--- config.mk ---
export PLATFORM = sky130hd
export DESIGN_NAME = uart_tx
export DESIGN_NICKNAME = d
export VERILOG_FILES = /design/src/rtl/uart_pkg.sv /design/src/rtl/uart_baud_tick.sv /design/src/rtl/uart_tx.sv
export SDC_FILE = /design/constraint.sdc
export NUM_CORES = 1
export LEC_CHECK = 0
export CAP_MARGIN = 15
export CELL_PAD_IN_SITES_DETAIL_PLACEMENT = 0
export CELL_PAD_IN_SITES_GLOBAL_PLACEMENT = 1
export CORE_AREA = 5 5 60 62
export CTS_CLUSTER_SIZE = 25
export DETAILED_ROUTE_END_ITERATION = 10
export DIE_AREA = 0 0 65 67
export PLACE_DENSITY = 0.75
export REMOVE_ABC_BUFFERS = 1
export SETUP_SLACK_MARGIN = 0.5
export SKIP_CTS_REPAIR_TIMING = 1
export SYNTH_ARGS = -nofsm -noshare
export SYNTH_HDL_FRONTEND = slang
export SYNTH_SLANG_ARGS = --single-unit
--- constraint.sdc ---
create_clock -name clk -period 3.3 [get_ports clk]
set_clock_uncertainty 0.15 [all_clocks]
set_input_delay 0.66 -clock clk [delete_from_list [all_inputs] [get_ports clk]]
set_output_delay 0.66 -clock clk [all_outputs]
set_load 0.005 [all_outputs]
--- src/rtl/uart_pkg.sv ---
// Shared UART constants, frame builders and state enum for the register-write link (tx and rx).
// UART_TX_STOP2_EN: two stop bits per frame (11-bit frames) instead of one.
package uart_pkg;
    localparam int BAUD_DIV = 5;
    localparam int WIDTH    = 10;
`ifdef UART_TX_STOP2_EN
    localparam int FRAME_BITS = WIDTH + 1;
`else
    localparam int FRAME_BITS = WIDTH;
`endif
    localparam int NUM_STOP = FRAME_BITS - 9;

    localparam logic START = 1'b0;
    localparam logic STOP  = 1'b1;
    localparam logic [FRAME_BITS-1:0] IDLE_LINE = '1;

    typedef enum logic [1:0] {IDLE, BYTE1, BYTE2} state_t;

    // Frame 1 payload: D0..D6 then a 0 msb, so the receiver can tell it from frame 2.
    function automatic logic [FRAME_BITS-1:0] frame1(input logic [7:0] d);
        frame1 = {{NUM_STOP{STOP}}, 1'b0, d[6:0], START};
    endfunction

    // Frame 2 payload: D7, A0..A3, two zero pad bits, then the msb qualifier 1.
    function automatic logic [FRAME_BITS-1:0] frame2(input logic [3:0] a, input logic d7);
        frame2 = {{NUM_STOP{STOP}}, 1'b1, 2'b00, a, d7, START};
    endfunction
endpackage

--- src/rtl/uart_baud_tick.sv ---
// Bit-period strobe: o_tick high for 1 clk every BAUD_DIV enabled clks; i_restart zeroes the phase.
// No backpressure; count holds while i_en is low.
module uart_baud_tick
    import uart_pkg::*;
(
    input  logic clk,
    input  logic rst,
    input  logic i_restart,
    input  logic i_en,
    output logic o_tick
);
    logic [2:0] r_cnt;
    logic       w_wrap;

    assign w_wrap = (r_cnt == 3'(BAUD_DIV - 1));
    assign o_tick = i_en && w_wrap;

    always_ff @(posedge clk) begin
        if (rst || i_restart) begin
            r_cnt <= '0;
        end else if (i_en) begin
            r_cnt <= w_wrap ? 3'd0 : r_cnt + 3'd1;
        end
    end
endmodule

--- src/rtl/uart_tx.sv ---
// Two-frame UART register-write transmitter; start bit on the line 1 clk after accept, 2*FRAME_BITS*BAUD_DIV clks per message.
// tx_ready only in IDLE, so requests stall while a message is in flight. UART_TX_STOP2_EN selects two stop bits.
module uart_tx
    import uart_pkg::*;
(
    input  logic       clk,
    input  logic       rst,
    input  logic [3:0] tx_addr,
    input  logic [7:0] tx_data,
    input  logic       tx_valid,
    output logic       tx_ready,
    output logic       tx,
    output logic       tx_busy
);
    state_t                r_state;
    state_t                w_next;
    logic [FRAME_BITS-1:0] r_shift;
    logic [3:0]            r_bit_cnt;
    logic                  r_busy;
    logic [3:0]            r_addr;
    logic                  r_d7;
    logic                  w_accept;
    logic                  w_tick;
    logic                  w_frame_end;

    assign w_accept    = tx_valid && (r_state == IDLE);
    assign w_frame_end = w_tick && (r_bit_cnt == 4'd0);

    uart_baud_tick u_baud (
        .clk       (clk),
        .rst       (rst),
        .i_restart (w_accept),
        .i_en      (r_state != IDLE),
        .o_tick    (w_tick)
    );

    always_ff @(posedge clk) begin
        if (rst) r_state <= IDLE;
        else     r_state <= w_next;
    end

    always_comb begin
        w_next = r_state;
        case (r_state)
            IDLE:    if (tx_valid)    w_next = BYTE1;
            BYTE1:   if (w_frame_end) w_next = BYTE2;
            BYTE2:   if (w_frame_end) w_next = IDLE;
            default:                  w_next = IDLE;
        endcase
    end

    always_comb begin
        tx_ready = (r_state == IDLE);
        tx       = r_shift[0];
        tx_busy  = r_busy;
    end

    // Shifting fills with STOP, so the line is already idle-high once the last stop bit leaves.
    always_ff @(posedge clk) begin
        if (rst) begin
            r_shift   <= IDLE_LINE;
            r_bit_cnt <= '0;
            r_busy    <= 1'b0;
            r_addr    <= '0;
            r_d7      <= 1'b0;
        end else if (w_accept) begin
            r_shift   <= frame1(tx_data);
            r_bit_cnt <= 4'(FRAME_BITS - 1);
            r_busy    <= 1'b1;
            r_addr    <= tx_addr;
            r_d7      <= tx_data[7];
        end else if (w_tick) begin
            if (r_bit_cnt != 4'd0) begin
                r_shift   <= {STOP, r_shift[FRAME_BITS-1:1]};
                r_bit_cnt <= r_bit_cnt - 4'd1;
            end else if (r_state == BYTE1) begin
                r_shift   <= frame2(r_addr, r_d7);
                r_bit_cnt <= 4'(FRAME_BITS - 1);
            end else begin
                r_shift   <= IDLE_LINE;
                r_busy    <= 1'b0;
            end
        end
    end
endmodule

### Word-level counts from Yosys, hierarchy flattened

Cells that the tools add are included.

* reduce and logical (&&, ||, !) cells: 16
* add/subtract/negate cells: 2
* equal/unequal tests: 8
* multiplexer cells: 17

Operator list (number)
* 9-bit 2-to-1 mux: 3
* 4-bit 2-to-1 mux: 4
* 8-bit 2-to-1 mux: 1
* 2-bit 2-to-1 mux: 3
* 2-bit inequality test, second input constant: 3
* 2-bit one-hot mux with 3 select lines: 1
* 3-bit AND reduction: 2
* 2-bit nonzero test: 3
* 4-bit logical NOT: 1
* 1-bit 2-to-1 mux: 4
* 2-bit by 1-bit inequality test with 1-bit output, second input constant: 2
* 2-bit AND reduction: 2
* 4-bit nonzero test: 1
* 4-bit by 1-bit subtractor with 4-bit output, second input constant: 1
* 3-bit by 1-bit adder with 3-bit output, second input constant: 1
* 3-bit equality test, second input constant: 1
* 1-bit logical AND: 3
* 3-bit 2-to-1 mux: 1
* 3-bit nonzero test: 1
* 2-bit by 1-bit equality test with 1-bit output, second input constant: 1
* 2-bit equality test, second input constant: 1
* 2-bit logical NOT: 1
* 2-bit OR reduction: 1
* 1-bit logical OR: 1

* register bits after elaboration: 25
* output and inout port bits: 3
* logic and storage cells: 52
* input bits: 15

### Depth between registers and ports, before layout

* depth after elaboration: 5
* gate-level depth with buffers: 6
* gate-level depth less buffers: 5

### Cells and area by module

A second synthesis with hierarchy kept.

* cells, all modules: 120
* area total of the unflattened synthesis: 1063.5 um^2

By module, submodules not included
* uart_tx: cells an instance 104, seq. area each 420.4 um^2, area each 905.9 um^2, times used 1
* uart_baud_tick: cells an instance 16, seq. area each 60.1 um^2, area each 157.7 um^2, times used 1

### Least setup slack after synthesis

No wires, ideal clock.

* path type: input-to-reg
* from: input tx_valid
* to: register r_shift[5]
* required time: 3.009 ns
* buffers on the path: 2
* library setup time: 0.141 ns
* slack: 1.551 ns
* arrival: 1.458 ns
* cell stages on the path: 5
* cell sequence: or3b_1 -> buf_2 -> buf_2 -> nor3_1 -> a221oi_1

* word-level cells in the longest chain between the ends: 2
* elaborated cells on any way between the ends: 3
* those cells by class: mux (1); reduce/logical (2)

RTL lines
* start: declaration: RTL line uart_tx.sv:10 `input logic tx_valid,`
* 1-bit logical AND (*): RTL line uart_tx.sv:26 `assign w_accept = tx_valid && (r_state == IDLE);`
* 9-bit 2-to-1 mux / 2-bit nonzero test (equally long branches)
* end signal: assignment: RTL line uart_tx.sv:67 `r_shift <= frame1(tx_data);`
* end signal: assignment: RTL line uart_tx.sv:74 `r_shift <= {STOP, r_shift[FRAME_BITS-1:1]};`
* end signal: assignment: RTL line uart_tx.sv:77 `r_shift <= frame2(r_addr, r_d7);`
* end: declaration: RTL line uart_tx.sv:17 `logic [FRAME_BITS-1:0] r_shift;`

Every way passes the cells marked *; elsewhere a longest branch is shown, timed or not.
A chain may end at the register's enable or synchronous reset.

### Worst setup path after layout

* from: register r_state[0]
* to: output tx_ready

* word-level cells in the longest chain between the ends: 1

RTL lines
* start: declaration: RTL line uart_tx.sv:15 `state_t r_state;`
* start signal: assignment: RTL line uart_tx.sv:39 `else r_state <= w_next;`
* 2-bit logical NOT: RTL line uart_tx.sv:53 `tx_ready = (r_state == IDLE);`
* end: declaration: RTL line uart_tx.sv:11 `output logic tx_ready,`

No other way between the ends.

==> impl_results.md <==
- Startpoint types: register
- Placed cells: 178
- WL per Instance: 14.5 µm
- First-pass GRT wire length: 4.48 mm
- Pin count of the biggest net entering global routing: 18
- Area grow syn2layout: 17.0%
- CTS tree: built
- Worst rel slew slack: 43.5%
- Number of max-cap violations: 0
- Reg clk slew, reported paths: 0.14 ns
- Vias/cell: 5.64
- Ys flop type: dfxtp_1
- Total gr overflow: 0
- Vias in the first global route: 976
- Post-DP HPWL: 1.82 mm
- Psw: 0.152 mW
- Met1 GRT Util: 16.7%
- Die Y-Extent: 67 µm
- Pins over their slew limit: 0
- Static Leakage: 0.538 nW
- Combinational share of power: 18.5%
- YS warnings: 0
- Setup TNS: 0 ns
- Hold Fails Final Rpt: 0
- CTS Buf Count: 3
- Tcrit/Tclk final: 76.9%
- Critical Path Fanout Max: 14
- Synth Register Bits: 24
- Cell Area, Synth: 1210 µm²
- Worst Path Arrival: 1.73 ns
- Critical path class: register to output pin
- Post-route minimum period: 2.54 ns
- Clock group share of total power: 26.3%
- Antenna violations before repair: 0
- Post-synth ARST share: 0%
- Layout cell share with drive strength beyond 1: 11.4%
- Fmax achieved: 394 MHz
- Synth cell types: 37
- # nets final: 167
- Worst Tran Pin Value: 0.843 ns
- Post-Syn Area per Cell: 8.93 µm²
- Hold WC Path Type: register to register
- Final setup viols: 0
- Die width: 65 µm
- Status: finished clean
- DR iter-0 viols: 49
- Core area: 2980 µm²
- Port Buffers: 17
- Fillers: 298
- RSZ-0062 raised after global routing: false
- Peak VDD IR: 0.156 mV
- Pre-Repair DR Iteration Count: 4
- Met3 global-route usage: 3.04%
- Final WL: 2.64 mm
- Antenna Nets Post-Route: 0
- Crit path required time: 2.49 ns
- Die Area: 4360 µm²
- GR peak layer: met2
- Share of power burned in registers: 55.2%
- GPL Wtd Cong: 0.708
- GR met2 Demand/Resource: 22.2%
- Number of flops mapped to enable cells by yosys: 0
- Cell Pwr Density: 413 nW/µm²
- Clock Root Buffer: clkbuf_4
- IO Count: 18
- Crit end category: output pin
- # diodes: 0
- Sequential share of the synthesized area: 39.5%
- Row cnt: 20
- # DRC: 0
- Via Count: 1026
- Net Sw Frac: 25.9%
- H-tree levels: 1
- Internal power: 0.435 mW
- Mapped Cells: 136
- Initial Util: 40.8%
- Non-Filler Instances: 182
- Total GRT Usage: 13.2%
- Clk sinks: 24
- Clock Latency Late Sink: 0.31 ns
- CTS Buffer Depth: 2
cell type report:
type / count / area, µm² / area share [%]
Timing Repair Buffer: 20 / 193 / 13.6
Inverter: 2 / 7.51 / 0.528
Multi-Input combinational cell: 99 / 663 / 46.7
Clock buffer: 4 / 36.3 / 2.55
Sequential cell: 24 / 480 / 33.8
Tap cell: 33 / 41.3 / 2.90
state kept, by name, indices dropped and copies added, names as in the netlist:
signal / count
u_baud.r_cnt: 3
r_bit_cnt: 4
r_state: 2
r_shift: 9
tx_busy: 1
r_addr: 4
r_d7: 1
cells in the mapped netlist (2+ instances only):
cell type	count	area share, %
dfxtp_1	24	40
a21oi_1	14	5.8
nor2_1	14	4.3
nand2_1	12	3.7
mux2i_1	8	6.6
nor3_1	8	3.3
a221oi_1	5	3.6
buf_2	5	2.1
o21ai_0	5	2.1
or3b_2	5	3.6
clkbuf_1	3	0.93
buf_6	2	1.9
ha_1	2	2.1
inv_1	2	0.62
nand2b_1	2	1.0
nor2b_1	2	1.0
o31ai_1	2	1.2
or3b_1	2	1.4
cell usage in the layout (no fill, tap or decap), types with 2 or more instances in the layout:
master and n:
o21ai_0 5, nor3_1 8, mux2i_1 8, dfxtp_1 24, o31ai_1 2, a21oi_1 14, nor2b_1 2, ha_1 2
a221oi_1 5, nand2_1 12, or3b_1 2, inv_1 2, nand2b_1 2, nor2_1 14, or3b_2 5, clkbuf_4 3
clkdlybuf4s50_1 17, buf_4 3
final timing paths:
kind	slack (ns)	depth (start not counted)	end	start
setup reg to reg	1.21	3	r_shift[0]	r_bit_cnt[0]
setup / recovery	0.76	2	tx_ready	r_state[0]
hold reg to reg	0.31	2	r_shift[8]	r_shift[8]
hold / removal	0.31	2	r_shift[8]	r_shift[8]
layer usage:
layer / vias up / share of wire, %
li1: 525 / -
met1: 481 / 48
met2: 18 / 47
met3: 2 / 4.9
met4: 0 / 0.72
met5: - / 0
power groups by stage:
stage               sequential, mW  combinational [mW]  clock, mW
detailed placement           0.330               0.109          0
global route                 0.327               0.121      0.174
finish                       0.324               0.109      0.154
global placement             0.330               0.107          0
floorplan                    0.326              0.0672          0
CTS                          0.324               0.110      0.160
logic make-up (layout without fill, tap and decap cells):
| logic type | after synthesis | in the layout | share of synthesized area [%] |
|---|---|---|---|
| simple gates | 52 | 52 | 25.2 |
| compound gates | 35 | 35 | 18.7 |
| flops | 24 | 24 | 39.5 |
| buf+inv | 13 | 26 | 5.87 |
| mux | 9 | 9 | 7.83 |
| fa+ha+maj | 2 | 2 | 2.06 |
| xor+xnor | 1 | 1 | 0.721 |
critical path, cell delays in order, from the launching register on:
cell and delay (ns):
dfxtp_1 0.49, nor2_1 0.36, clkdlybuf4s50_1 0.57
per-stage QoR:
stage	utilization (%)	hold WS [ns]	power (mW)	instance area (µm²)	setup slack (ns)
finish	47.7	0.306	0.587	1420	0.763
global route	47.7	0.339	0.622	1420	0.599
CTS	47.7	0.312	0.594	1420	0.733
detailed placement	46.5	0.293	0.439	1390	0.854
global placement	46.5	0.279	0.437	1390	0.864
floorplan	-	0.272	0.394	1150	1.42
Note: power is estimated with default switching activity, not from simulation.
